--- config.mk ---
export PLATFORM = sky130hd
export DESIGN_NAME = matmul_job_scheduler
export DESIGN_NICKNAME = d
export VERILOG_FILES = /design/src/rtl/matmul_job_scheduler_pkg.sv /design/src/rtl/matmul_job_scheduler_job_fifo.sv /design/src/rtl/matmul_job_scheduler.sv
export SDC_FILE = /design/constraint.sdc
export NUM_CORES = 1
export LEC_CHECK = 0
export CAP_MARGIN = 10
export CORE_MARGIN = 2
export CORE_UTILIZATION = 35
export DETAILED_ROUTE_END_ITERATION = 10
export PLACE_DENSITY = 0.52
export SETUP_SLACK_MARGIN = 0.2
export SLEW_MARGIN = 20
export SYNTH_ARGS = -nofsm -noshare
export SYNTH_HDL_FRONTEND = slang
export SYNTH_SLANG_ARGS = --single-unit
--- constraint.sdc ---
create_clock -name clk -period 4.3 [get_ports clk]
set_input_delay 0.645 -clock clk [delete_from_list [all_inputs] [get_ports clk]]
set_output_delay 0.645 -clock clk [all_outputs]
set_load 0.01 [all_outputs]
--- src/rtl/matmul_job_scheduler_pkg.sv ---
// Shared definitions for the matmul job scheduler: FSM encodings and port-B ownership.
package matmul_job_scheduler_pkg;

    localparam logic [2:0] StIdle    = 3'd0;
    localparam logic [2:0] StGrant   = 3'd1;
    localparam logic [2:0] StStart   = 3'd2;
    localparam logic [2:0] StRun     = 3'd3;
    localparam logic [2:0] StRelease = 3'd4;

    // Memory port B belongs to the engine from GRANT through RUN.
    function automatic logic engine_owns_port(input logic [2:0] state);
        return (state == StGrant) || (state == StStart) || (state == StRun);
    endfunction

endpackage

--- src/rtl/matmul_job_scheduler_job_fifo.sv ---
// Show-ahead descriptor FIFO with full/empty flags and an occupancy count.
module matmul_job_scheduler_job_fifo #(
    parameter int unsigned WIDTH     = 8,
    parameter int unsigned DEPTH     = 4,
    parameter int unsigned DEPTH_LOG = 2
) (
    input  logic                 clk,
    input  logic                 reset,
    input  logic                 push,
    input  logic [WIDTH-1:0]     wdata,
    input  logic                 pop,
    output logic [WIDTH-1:0]     rdata,
    output logic                 full,
    output logic                 empty,
    output logic [DEPTH_LOG:0]   count
);

    localparam logic [DEPTH_LOG:0] FULL_COUNT = (DEPTH_LOG + 1)'(DEPTH);

    logic [WIDTH-1:0]     mem [DEPTH];
    logic [DEPTH_LOG-1:0] wptr_q;
    logic [DEPTH_LOG-1:0] rptr_q;
    logic [DEPTH_LOG:0]   count_q;
    logic                 do_push;
    logic                 do_pop;

    assign full    = (count_q == FULL_COUNT);
    assign empty   = (count_q == '0);
    assign count   = count_q;
    assign rdata   = mem[rptr_q];
    assign do_push = push && !full;
    assign do_pop  = pop && !empty;

    // Storage needs no reset; the pointers define which entries are live.
    always_ff @(posedge clk) begin
        if (do_push) begin
            mem[wptr_q] <= wdata;
        end
    end

    // Pointers wrap naturally because DEPTH is a power of two.
    always_ff @(posedge clk or posedge reset) begin
        if (reset) begin
            wptr_q  <= '0;
            rptr_q  <= '0;
            count_q <= '0;
        end else begin
            if (do_push) begin
                wptr_q <= wptr_q + 1'b1;
            end
            if (do_pop) begin
                rptr_q <= rptr_q + 1'b1;
            end
            case ({do_push, do_pop})
                2'b10:   count_q <= count_q + 1'b1;
                2'b01:   count_q <= count_q - 1'b1;
                default: count_q <= count_q;
            endcase
        end
    end

endmodule

--- src/rtl/matmul_job_scheduler.sv ---
// Queues matmul job descriptors, validates them, and launches them one at a time on the
// engine under a watchdog. Owns is_working, which steers memory port B to the engine.
module matmul_job_scheduler
    import matmul_job_scheduler_pkg::*;
#(
    parameter int unsigned ADDR_WIDTH  = 12,
    parameter int unsigned MAX_LEN     = 100,
    parameter int unsigned MAX_LEN_LOG = 7,
    parameter int unsigned QDEPTH      = 4,
    parameter int unsigned QDEPTH_LOG  = 2,
    parameter int unsigned TO_W        = 20
) (
    input  logic                    clk,
    input  logic                    reset,
    input  logic                    job_valid,
    output logic                    job_ready,
    input  logic [ADDR_WIDTH-1:0]   job_a_base,
    input  logic [ADDR_WIDTH-1:0]   job_b_base,
    input  logic [ADDR_WIDTH-1:0]   job_c_base,
    input  logic [MAX_LEN_LOG-1:0]  job_m,
    input  logic [MAX_LEN_LOG-1:0]  job_n,
    input  logic [MAX_LEN_LOG-1:0]  job_p,
    output logic                    eng_start,
    output logic                    eng_abort,
    output logic [ADDR_WIDTH-1:0]   eng_a_base,
    output logic [ADDR_WIDTH-1:0]   eng_b_base,
    output logic [ADDR_WIDTH-1:0]   eng_c_base,
    output logic [MAX_LEN_LOG-1:0]  eng_m,
    output logic [MAX_LEN_LOG-1:0]  eng_n,
    output logic [MAX_LEN_LOG-1:0]  eng_p,
    input  logic                    eng_done,
    output logic                    is_working,
    output logic                    job_done,
    output logic                    job_err,
    output logic                    result_ready,
    output logic [QDEPTH_LOG:0]     q_count
);

    localparam int unsigned DESC_W = 3 * ADDR_WIDTH + 3 * MAX_LEN_LOG;
    localparam int unsigned CHK_W  = ADDR_WIDTH + 2 * MAX_LEN_LOG;
    localparam int unsigned OFF_B  = ADDR_WIDTH;
    localparam int unsigned OFF_C  = 2 * ADDR_WIDTH;
    localparam int unsigned OFF_M  = 3 * ADDR_WIDTH;
    localparam int unsigned OFF_N  = OFF_M + MAX_LEN_LOG;
    localparam int unsigned OFF_P  = OFF_N + MAX_LEN_LOG;

    localparam logic [MAX_LEN_LOG-1:0] MAX_DIM = MAX_LEN_LOG'(MAX_LEN);
    localparam logic [CHK_W-1:0]       C_LIMIT = CHK_W'(1) << ADDR_WIDTH;
    localparam logic [TO_W-1:0]        WD_MAX  = '1;

    logic [DESC_W-1:0] fifo_wdata;
    logic [DESC_W-1:0] fifo_rdata;
    logic              fifo_full;
    logic              fifo_empty;
    logic              accept;
    logic              legal;
    logic              push;
    logic              pop;
    logic [CHK_W-1:0]  c_end;

    logic [2:0]        state_q;
    logic [2:0]        state_d;
    logic [TO_W-1:0]   wd_q;
    logic [TO_W-1:0]   wd_d;
    logic              done_d;
    logic              timeout;
    logic              done_seen_q;

    assign job_ready  = !fifo_full;
    assign accept     = job_valid && job_ready;
    assign push       = accept && legal;
    assign fifo_wdata = {job_p, job_n, job_m, job_c_base, job_b_base, job_a_base};

    // Legality: every dimension in 1..MAX_LEN and C fits in memory, computed without truncation.
    always_comb begin
        c_end = CHK_W'(job_c_base) + CHK_W'(job_m) * CHK_W'(job_p);
        legal = (job_m != '0) && (job_m <= MAX_DIM) &&
                (job_n != '0) && (job_n <= MAX_DIM) &&
                (job_p != '0) && (job_p <= MAX_DIM) &&
                (c_end <= C_LIMIT);
    end

    matmul_job_scheduler_job_fifo #(
        .WIDTH     (DESC_W),
        .DEPTH     (QDEPTH),
        .DEPTH_LOG (QDEPTH_LOG)
    ) u_job_fifo (
        .clk   (clk),
        .reset (reset),
        .push  (push),
        .wdata (fifo_wdata),
        .pop   (pop),
        .rdata (fifo_rdata),
        .full  (fifo_full),
        .empty (fifo_empty),
        .count (q_count)
    );

    // Next-state, pop and watchdog logic for the launch sequence.
    always_comb begin
        state_d = state_q;
        wd_d    = wd_q;
        pop     = 1'b0;
        done_d  = 1'b0;
        timeout = 1'b0;
        case (state_q)
            StIdle: begin
                if (!fifo_empty) begin
                    pop     = 1'b1;
                    state_d = StGrant;
                end
            end
            StGrant: state_d = StStart;
            StStart: begin
                // Counter holds the number of RUN cycles including the current one.
                state_d = StRun;
                wd_d    = TO_W'(1);
            end
            StRun: begin
                if (eng_done) begin
                    state_d = StRelease;
                    done_d  = 1'b1;
                end else if (wd_q == WD_MAX) begin
                    state_d = StRelease;
                    timeout = 1'b1;
                end else begin
                    wd_d = wd_q + 1'b1;
                end
            end
            StRelease: begin
                // RELEASE is the single host cycle between jobs; launch straight away if queued.
                wd_d = '0;
                if (!fifo_empty) begin
                    pop     = 1'b1;
                    state_d = StGrant;
                end else begin
                    state_d = StIdle;
                end
            end
            default: state_d = StIdle;
        endcase
    end

    // State, watchdog, registered pulses and the latched descriptor of the current job.
    always_ff @(posedge clk or posedge reset) begin
        if (reset) begin
            state_q     <= StIdle;
            wd_q        <= '0;
            job_done    <= 1'b0;
            eng_abort   <= 1'b0;
            job_err     <= 1'b0;
            done_seen_q <= 1'b0;
            eng_a_base  <= '0;
            eng_b_base  <= '0;
            eng_c_base  <= '0;
            eng_m       <= '0;
            eng_n       <= '0;
            eng_p       <= '0;
        end else begin
            state_q     <= state_d;
            wd_q        <= wd_d;
            job_done    <= done_d;
            eng_abort   <= timeout;
            job_err     <= timeout || (accept && !legal);
            done_seen_q <= done_seen_q || done_d;
            if (pop) begin
                eng_a_base <= fifo_rdata[0 +: ADDR_WIDTH];
                eng_b_base <= fifo_rdata[OFF_B +: ADDR_WIDTH];
                eng_c_base <= fifo_rdata[OFF_C +: ADDR_WIDTH];
                eng_m      <= fifo_rdata[OFF_M +: MAX_LEN_LOG];
                eng_n      <= fifo_rdata[OFF_N +: MAX_LEN_LOG];
                eng_p      <= fifo_rdata[OFF_P +: MAX_LEN_LOG];
            end
        end
    end

    assign eng_start    = (state_q == StStart);
    assign is_working   = engine_owns_port(state_q);
    assign result_ready = done_seen_q && fifo_empty && (state_q == StIdle);

endmodule

==> run_results.csv, run 1 <==
group,metric,value,unit
status,status,"finished, violations left",
status,violations,"negative setup slack",
die,start_util,0.357,
placed_design,io_buffers,127,
route,drc,0,
flow_run,drv_cap,0,
grt,grtUsageTotal,0.174,
setup_path,cp.required,4.54,ns
setup_path,critPathCaptureType,"flip-flop",
cts,cts_tree,"done",
cts,clockBufferDepth,3,
synthesis,synth_enable_flop_cells,228,
placed_design,place_inst,1701,
timing,worst_pin_slew,0.985,ns
die,chipHeight,206,µm
synthesis,yosysMostFrequentCell,"edfxtp_1",
timing,fin_worst_skew,0.0200,ns
pwr,p_int,8.00,mW
route,wl,36.4,mm
pwr,combPwrFrac,0.388,
synthesis,ys_seq_elements,319,
die,core_area,0.0400,mm²
pwr,seqPwrFrac,0.365,
final_layout,syn_to_final_growth,36.6,%
timing,setup_slack,-0.911,ns
timing,slew-limit-headroom,0.344,
synthesis,yosys_warnings,0,
hold_path,hp-start,"done_seen_q",
cts,clk_transition_reported_paths,0.05,ns
synthesis,synth_area,0.0143,mm²
timing,drv_slew,0,
route,firstDrtPassIters,5,
timing,finalSetupViolCount,234,
synthesis,synth_common_cells,"edfxtp_1, nand2_1, dfrtp_1",
route,drt-initial-drc-count,564,
final_layout,layout-drive-gt1-share,0.261,
setup_path,cp_data_arrival_time,5.45,ns
synthesis,synth_top_area_frac,0.480,
synthesis,yosys.area.top_type,"edfxtp_1",
pwr,p_sw,3.79,mW
synthesis,synth.net_count,1135,
timing,period_minus_slack,5.21,ns
timing,rsz0062_at_grt,"true",
grt,grt_pass1_wl,55.2,mm
grt,grt_pass1_vias,9372,
final_layout,nets,1417,
synthesis,synth.avg_cell_area,14.3,µm²
cts,cts_root_buf,"clkbuf_16",
final_layout,fin_cells,1830,
pwr,p_sw_frac,0.321,
route,vias_per_cell,4.85,
pwr,p_per_area,605,mW/mm²
timing,final-hold-violation-count,0,
grt,grt_max_degree,59,
synthesis,ys_async_sr_fraction,0.285,
cts,cts_htree_levels,2,
grt,grt.overflow.total,0,
cts,cts_made_buffers,36,
pwr,ir_drop,0.350,mV
die,die-width,206,µm
hold_path,hp-class,"flip-flop to flip-flop",
pwr,clkPwrFrac,0.247,
route,wl_per_cell,19.9,µm
grt,antenna_found_initial,1,
timing,max_freq,192,MHz
synthesis,yosysSeqAreaShare,0.639,
route,ant_nets,0,
placed_design,dp_hpwl,22.2,mm
setup_path,worstSetupPathType,"input port to flip-flop",
synthesis,yosys_most_used_dff,"edfxtp_1",
setup_path,r2r_start,"wd_q[2]",
timing,post-route-period-util,1.21,
route,vias,8881,
die,rows,73,
synthesis,synth_area_leaders,"edfxtp_1, dfrtp_1, mux4_2, nand2_1, fa_1",
die,dieArea,0.0424,mm²
cts,cts_hold_buffers,0,
cts,cts_sinks,319,
placed_design,place_congestion,0.824,
synthesis,synth_cells,995,
timing,fin_hold_ws,0.472,ns
synthesis,yosysUniqueCellTypes,53,
die,boundaryPins,128,
cts,clkLatencyLatePin,0.53,ns
setup_path,crit_path_start,"job_p[4]",
pwr,p_leak,7.74,nW
setup_path,start_kind,"input port",
setup_path,critPathMaxFanout,7,
==> critical path: stages <==
cell and delay [ns]:
buf_6 0.09, buf_6 0.12, buf_4 0.13, nand2_1 0.08
fa_2 0.46, fa_2 0.57, fa_2 0.44, fa_1 0.50
inv_1 0.07, ha_4 0.27, nand3_1 0.07, o211ai_1 0.30
buf_4 0.19, a22oi_2 0.11, a211o_1 0.32, nor4b_4 0.35
buf_6 0.17, and2_4 0.16, buf_12 0.15, buf_12 0.12
buf_16 0.12
==> cell usage in the layout (no fill, tap or decap), types with 8 or more instances in the layout <==
cell	n
and2_1	21
buf_12	29
buf_16	11
buf_4	83
buf_6	29
clkbuf_1	11
clkbuf_16	43
clkdlybuf4s50_1	113
dfrtp_1	89
edfxtp_1	228
fa_1	29
fa_2	8
ha_1	33
ha_4	9
inv_1	59
mux4_2	57
nand2_1	214
nand3_1	19
nor2_1	39
nor3_1	8
o21ai_0	8
xor2_1	19
==> cell families (layout without fill, tap and decap cells) <==
kind of cell	Yosys count	in the layout	synth area share
flops	319	319	0.639
simple gates	351	351	0.108
mux	62	62	0.0939
other cells	0	1	0
compound gates	53	53	0.0257
fa+ha+maj	79	79	0.0887
buf+inv	106	415	0.0287
xor+xnor	25	25	0.0153
==> power groups by stage <==
stage	registers (mW)	logic (mW)	clock network, mW
after floorplan	4.22	2.46	0
after global placement	4.37	4.04	0
after detailed placement	4.39	4.06	0
after CTS	4.33	4.48	3.00
after global routing	4.38	5.00	3.11
final	4.30	4.57	2.91
==> timing repair <==
| item | CTS | global route |
|---|---|---|
| buffers inserted | 30 | 11 |
| cloned | 15 | 7 |
| endpoints found under the setup margin | 234 | 234 |
| gates resized for setup | 114 | 31 |
| pin swaps | 39 | 20 |
==> area by class of cell <==
cell class                      count  area, µm²
Clock buffer                       49        970
Sequential cell                   319       9130
Inverter                           66        250
Clock inverter                     16        141
Multi-Input combinational cell    570       5020
Timing Repair Buffer              284       3320
Antenna cell                        1       2.50
Fill cell                        3514      20500
Tap cell                          525        657
==> flip-flops by register name (all words and copies together), names as in the netlist, 2 cells and up <==
name,flops
eng_m,7
eng_b_base,12
u_job_fifo.mem,228
u_job_fifo.wptr_q,2
eng_c_base,12
eng_a_base,12
u_job_fifo.count,3
wd_q,20
eng_p,7
u_job_fifo.rptr_q,2
state_q,3
eng_n,7
==> through the flow <==
stage	worst slack (ns)	power (mW)	cell area [µm²]	util	TNS [ns]
4_1_cts	-0.909	11.8	19100	0.478	-191.61
3_3_place_gp	-1.84	8.42	17100	0.428	-420.98
5_1_grt	-1.08	12.5	19500	0.487	-234.43
3_5_place_dp	-1.84	8.45	17100	0.428	-414.84
6_report	-0.911	11.8	19500	0.487	-194.50
2_1_floorplan	-1.19	6.69	14500	-	-276.87
==> final timing paths <==
check                                        end  slack, ns  depth (start not counted)
hold / removal                       done_seen_q       0.47                          1
setup / recovery           u_job_fifo.mem[3][54]      -0.91                         21
hold reg to reg                      done_seen_q       0.47                          1
setup reg to reg                         wd_q[5]       1.91                          7
max in group asynchronous    u_job_fifo.count[0]       2.99                          3
min in group asynchronous          eng_a_base[0]       0.59                          2
==> layer usage <==
layer / wire length (µm) / vias up / GRT usage
met4: 624 / 0 / 0.0449
met5: 0 / - / 0
met2: 18000 / 144 / 0.295
li1: - / 4107 / -
met1: 16400 / 4587 / 0.236
met3: 1350 / 43 / 0.0270
(Power assumes the default switching activity.)
==> run 2, diff against run 1 <==
--- a/config.mk
+++ b/config.mk
@@ -6,6 +6,7 @@
 export NUM_CORES = 1
 export LEC_CHECK = 0
 export CAP_MARGIN = 10
+export CORE_ASPECT_RATIO = 0.75
 export CORE_MARGIN = 2
 export CORE_UTILIZATION = 35
 export DETAILED_ROUTE_END_ITERATION = 10
==> run 2 against run 1 <==
  * The run still ends with negative setup slack left
  * Cell count decreased by 1.3%
  * Total power decreased by 1.1%
  * Register-to-register slack about the same
  * Critical path type unchanged
  * Critical path depth fell by 1
  * Clock-buffer cell count is 2 higher
  * Clock skew hardly changed
  * Clock power grew 2%
  * Worst hold slack got worse by 0.0067 ns
  * Flip-flop and latch count unchanged
  * Largest cell class unchanged
  * Highest routed layer unchanged
  * Non-clock buffer count fell by 25
  * Wire length shrank 5.7%
==> run_results.csv, run 2 (synthesized netlist as in run 1, its figures left out) <==
group,metric,value,unit
pwr,combPwrFrac,0.375,
final_layout,syn_to_final_growth,33.2,%
timing,slew-limit-headroom,0.370,
timing,post-route-period-util,1.21,
pwr,p_per_area,614,mW/mm²
placed_design,dp_hpwl,21.6,mm
setup_path,cp.required,4.55,ns
hold_path,hp-class,"input port to flip-flop",
timing,final-hold-violation-count,0,
route,vias_per_cell,4.78,
route,wl_per_cell,19.0,µm
timing,rsz0062_at_grt,"true",
pwr,p_leak,7.52,nW
route,firstDrtPassIters,5,
grt,grt_pass1_wl,52.5,mm
final_layout,reg_top3,"u_job_fifo.mem: 228 flops, wd_q: 20 flops",
die,rows,64,
cts,clkLatencyLatePin,0.53,ns
pwr,p_sw_frac,0.320,
pwr,seqPwrFrac,0.371,
route,drt-initial-drc-count,494,
grt,grt.overflow.total,0,
setup_path,worstSetupPathType,"input port to flip-flop",
cts,cts_root_buf,"clkbuf_16",
pwr,finalPower,11.7,mW
cts,clockBufferDepth,3,
grt,grt_max_degree,75,
route,ant_nets,0,
placed_design,placement.cell_area,0.0170,mm²
pwr,p_int,7.93,mW
status,violations,"negative setup slack",
timing,worst_pin_slew,0.944,ns
die,dieArea,0.0424,mm²
timing,finalSetupTns,-197.13,ns
cts,cts_htree_levels,2,
placed_design,io_buffers,127,
die,chipHeight,179,µm
die,boundaryPins,128,
timing,fin_worst_skew,0.0200,ns
setup_path,cp_data_arrival_time,5.45,ns
final_layout,nets,1391,
pwr,p_sw,3.73,mW
final_layout,largest_reg_flops,228,
die,start_util,0.352,
status,status,"finished, violations left",
final_layout,layout_commonest_cell,"edfxtp_1",
cts,cts_sinks,319,
final_layout,final_cell_mix,"edfxtp_1, nand2_1, clkdlybuf4s50_1",
timing,drv_slew,0,
route,drc,0,
flow_run,drv_cap,0,
setup_path,start_kind,"input port",
pwr,clkPwrFrac,0.253,
timing,finalSetupViolCount,234,
timing,period_minus_slack,5.21,ns
grt,grtUsageTotal,0.164,
grt,grt_pass1_vias,8959,
final_layout,fin_area,0.0190,mm²
pwr,ir_drop,0.294,mV
timing,setup_slack,-0.906,ns
route,wl,34.3,mm
die,core_area,0.0405,mm²
cts,cts_tree,"done",
route,vias,8642,
final_layout,final_util,0.469,
final_layout,layout-drive-gt1-share,0.250,
grt,antenna_found_initial,2,
setup_path,critPathMaxFanout,8,
cts,clk_transition_reported_paths,0.06,ns
die,die-width,237,µm
final_layout,largest_register,"u_job_fifo.mem",
cts,cts_made_buffers,35,
placed_design,place_congestion,0.812,
setup_path,critPathCaptureType,"flip-flop",
timing,max_freq,192,MHz
[run 2: path summary, 6_finish.rpt]
| check | startpoint | end | slack, ns | cells after the start |
|---|---|---|---|---|
| max in group asynchronous | reset | eng_a_base[8] | 2.94 | 3 |
| setup / recovery | job_p[3] | u_job_fifo.mem[2][6] | -0.91 | 20 |
| setup reg to reg | wd_q[2] | wd_q[5] | 1.91 | 7 |
| min in group asynchronous | reset | eng_m[1] | 0.63 | 2 |
| hold reg to reg | done_seen_q | done_seen_q | 0.47 | 1 |
| hold / removal | job_m[4] | u_job_fifo.mem[2][40] | 0.46 | 2 |
[run 2: per-layer routing]
layer | up-vias | wire length [µm] | track usage | part of all wire
li1 | 4057 | - | - | -
met1 | 4363 | 16500 | 0.238 | 0.48
met2 | 174 | 15600 | 0.254 | 0.45
met3 | 48 | 1610 | 0.0299 | 0.047
met4 | 0 | 651 | 0.0440 | 0.019
met5 | - | 0 | 0 | 0
[run 2: final cells by class]
type	instances	area, µm²
Sequential cell	319	9130
Timing Repair Buffer	259	2780
Inverter	66	255
Multi-Input combinational cell	570	5020
Fill cell	3561	21500
Clock buffer	51	1030
Tap cell	528	661
Antenna cell	2	5.00
Clock inverter	12	109
[run 2: repair_timing]
action                     in CTS  in global routing
gates resized for setup        91                 39
pin swaps                      37                 37
setup endpoints to repair     234                234
hold buffers                    0                  0
buffers inserted               28                  7
gates cloned                    7                  7
[run 2: metrics by stage]
stage / hold WS, ns / worst slack [ns] / cells
6_report: 0.465 / -0.906 / 1807
3_3_place_gp: 0.457 / -1.87 / 1693
5_1_grt: 0.463 / -1.08 / 1806
2_1_floorplan: 0.431 / -1.19 / 995
4_1_cts: 0.476 / -0.988 / 1791
3_5_place_dp: 0.458 / -1.93 / 1693
[run 2: power groups by stage]
stage          sequential (mW)  combinational (mW)  clock, mW
2_1_floorplan             4.22                2.46          0
3_3_place_gp              4.39                3.89          0
3_5_place_dp              4.40                3.91          0
4_1_cts                   4.35                4.27       3.04
5_1_grt                   4.42                4.82       3.17
6_report                  4.33                4.38       2.96
[run 2: worst max-delay path: stages]
cell	delay [ns]
buf_2	0.10
buf_6	0.13
nand2_4	0.06
fa_1	0.51
fa_2	0.59
fa_1	0.42
fa_1	0.52
inv_2	0.05
ha_4	0.17
a211o_1	0.35
a2111oi_4	0.37
nor3_2	0.09
a31oi_2	0.17
xor2_1	0.23
nor4b_4	0.27
buf_4	0.18
buf_6	0.11
and2_4	0.21
buf_12	0.14
buf_16	0.13
==> run 3, diff against run 2 <==
--- a/config.mk
+++ b/config.mk
@@ -15,4 +15,5 @@
 export SLEW_MARGIN = 20
 export SYNTH_ARGS = -nofsm -noshare
 export SYNTH_HDL_FRONTEND = slang
+export SYNTH_HIERARCHICAL = 1
 export SYNTH_SLANG_ARGS = --single-unit
==> run 3 against run 2 <==
  * The flow still finishes with violations (negative setup slack)
  * Cell count decreased by 5.7%
  * Highest routed layer unchanged
  * Largest cell class unchanged
  * Sequential power about the same
  * Critical endpoint is now u_job_fifo/mem[3][35]
  * Sequential share of layout area decreased by 0.26 points
  * Die area increased by 0.33%
  * Critical path type unchanged
==> run_results.csv, run 3 <==
group,metric,value,unit
final_layout,largest_reg_flops,228,
final_layout,largest_register,"u_job_fifo/mem",
pwr,p_leak,7.24,nW
status,violations,"negative setup slack",
hold_path,min_to,"u_job_fifo/mem[2][42]",
grt,grt.overflow.total,0,
final_layout,multi_input_area,0.00507,mm²
setup_path,slowest_delay,0.51,ns
route,wl_per_cell,19.9,µm
pwr,p_sw_frac,0.313,
cts,clkLatencyLatePin,0.54,ns
synthesis,yosysMostFrequentCell,"edfxtp_1",
pwr,clkPwrFrac,0.240,
grt,antenna_found_initial,0,
synthesis,yosysSeqAreaShare,0.637,
timing,post-route-period-util,1.29,
synthesis,synth_top_area_frac,0.478,
grt,grtUsageTotal,0.157,
pwr,ir_drop,0.340,mV
synthesis,ys_seq_elements,319,
final_layout,reg_top3,"u_job_fifo/mem: 228 flops, wd_q: 20 flops",
timing,max_freq,180,MHz
setup_path,crit_slowest_cell,"fa_1",
setup_path,cp_data_arrival_time,5.79,ns
status,status,"finished, violations left",
final_layout,num-fill-cells,3537,
synthesis,synth_cells,874,
final_layout,layout-drive-gt1-share,0.324,
pwr,seqPwrFrac,0.366,
cts,clk_transition_reported_paths,0.06,ns
pwr,p_per_area,619,mW/mm²
route,wl,34.0,mm
synthesis,synth.net_count,1014,
placed_design,place_congestion,0.799,
final_layout,ff_latch_area,0.00913,mm²
pwr,p_sw,3.69,mW
final_layout,nets,1288,
timing,finalSetupViolCount,234,
synthesis,yosys.area.top_type,"edfxtp_1",
route,vias,8252,
synthesis,yosysUniqueCellTypes,56,
timing,worst_pin_slew,0.912,ns
synthesis,synth_area,0.0143,mm²
pwr,p_int,8.12,mW
setup_path,cp.required,4.55,ns
cts,cts_tree,"done",
die,die-width,238,µm
die,rows,64,
die,start_util,0.353,
timing,setup_slack,-1.25,ns
die,dieArea,0.0426,mm²
synthesis,ys_async_sr_fraction,0.285,
cts,cts_made_buffers,36,
final_layout,fin_area,0.0191,mm²
hold_path,hold_path_depth,1,
cts,cts_sinks,319,
timing,rsz0062_at_grt,"true",
synthesis,yosys_most_used_dff,"edfxtp_1",
route,vias_per_cell,4.84,
synthesis,synth_area_leaders,"edfxtp_1, dfrtp_1, mux4_2, fa_1, mux2_2",
die,boundaryPins,128,
setup_path,critPathMaxFanout,8,
setup_path,r2r_cells,8,
grt,grt_pass1_vias,8398,
route,drt-initial-drc-count,595,
placed_design,placement.cell_area,0.0172,mm²
synthesis,synth_enable_flop_cells,228,
setup_path,start_kind,"input port",
setup_path,rr_endpoint,"wd_q[11]",
setup_path,worstSetupPathType,"input port to flip-flop",
synthesis,yosys_warnings,6,
final_layout,n_antenna_cell,0,
final_layout,layout_commonest_cell,"edfxtp_1",
final_layout,final_cell_mix,"edfxtp_1, clkdlybuf4s50_1, buf_4",
cts,clockBufferDepth,3,
setup_path,critPathCaptureType,"flip-flop",
setup_path,rrSetupSlack,1.85,ns
grt,grt_pass1_wl,50.7,mm
placed_design,dp_hpwl,22.0,mm
hold_path,hp-class,"input port to flip-flop",
timing,finalSetupTns,-277.25,ns
die,core_area,0.0406,mm²
cts,cts_root_buf,"clkbuf_16",
cts,cts_htree_levels,2,
final_layout,final_util,0.470,
timing,slew-limit-headroom,0.392,
placed_design,dp_slack,-2.32,ns
synthesis,synth_common_cells,"edfxtp_1, dfrtp_1, inv_1",
pwr,combPwrFrac,0.395,
timing,drv_slew,0,
flow_run,drv_cap,0,
hold_path,hp-start,"job_m[6]",
route,ant_nets,0,
final_layout,syn_to_final_growth,33.4,%
timing,fin_worst_skew,0.0116,ns
timing,final-hold-violation-count,0,
setup_path,r2r_start,"wd_q[0]",
setup_path,crit_top_cell,"fa_1",
die,chipHeight,179,µm
cts,cts_hold_buffers,0,
synthesis,synth.avg_cell_area,16.4,µm²
placed_design,io_buffers,127,
grt,grt_max_degree,63,
route,firstDrtPassIters,5,
timing,period_minus_slack,5.55,ns
route,drc,0,
setup_path,crit_chain,"buf_6 > buf_12 > buf_12 > nand2_4 > fa_1 > fa_1 > fa_1 > inv_1 > fa_1 > ha_4 > o211a_4 > a221oi_4 > a221oi_2 > a31oi_1 > or4_1 > a211o_1 > nor3b_2 > nor2b_4 > buf_6 > and2_4 > clkbuf_16",
-- run 3: cell type report --
type                       instances  area share
multi-input combinational        451       0.266
inverter                          69      0.0137
timing repair buffer             271       0.151
tap                              528      0.0346
clock inverter                    17     0.00596
clock buffer                      49      0.0508
sequential                       319       0.478
-- run 3: what timing repair did --
item,CTS,global route
setup endpoints to repair,234,234
resized for setup,95,31
pin swaps,41,23
buffers inserted,17,8
cloned,0,16
-- run 3: worst max-delay path by stage --
stage                        start               endpoint  depth (start not counted)
final                     job_p[6]  u_job_fifo/mem[3][35]                         21
after global routing      job_m[2]    u_job_fifo/count[2]                         24
after CTS                 job_p[6]    u_job_fifo/count[2]                         25
after detailed placement  job_p[5]    u_job_fifo/count[2]                         23
after global placement    job_p[3]    u_job_fifo/count[2]                         25
after floorplan           job_p[6]    u_job_fifo/count[2]                         23
-- run 3: logic make-up after synthesis --
logic type / synth area share
XOR/XNOR: 0.0165
adder cells (fa/ha/maj): 0.0885
flip-flops: 0.637
AND/OR/NAND/NOR: 0.0609
buffers and inverters: 0.0314
multiplexers: 0.137
AO/OA/AOI/OAI: 0.0280
-- run 3: critical path, delay by kind of cell --
family	cells	cell delay [ns]
compound gates	5	0.90
fa+ha+maj	5	2.24
buf+inv	6	0.76
simple gates	5	1.20
-- run 3: layer usage --
| metal | routed length [µm] | global-route usage |
|---|---|---|
| met5 | 0 | 0 |
| met4 | 393 | 0.0362 |
| met3 | 1140 | 0.0271 |
| met2 | 15700 | 0.246 |
| met1 | 16700 | 0.229 |
-- run 3: metrics by stage --
step           hold slack [ns]  instances  power [mW]
5_1_grt                  0.409       1704        12.5
6_report                 0.413       1704        11.8
2_1_floorplan            0.440        874        6.92
3_3_place_gp             0.459       1597        8.65
4_1_cts                  0.430       1680        11.7
3_5_place_dp             0.468       1597        8.66
-- run 3: power groups by stage --
stage	combinational [mW]	clock (mW)	sequential [mW]
detailed placement	4.26	0	4.40
finish	4.67	2.83	4.32
global route	5.07	3.05	4.41
floorplan	2.66	0	4.27
global placement	4.26	0	4.39
CTS	4.47	2.91	4.34
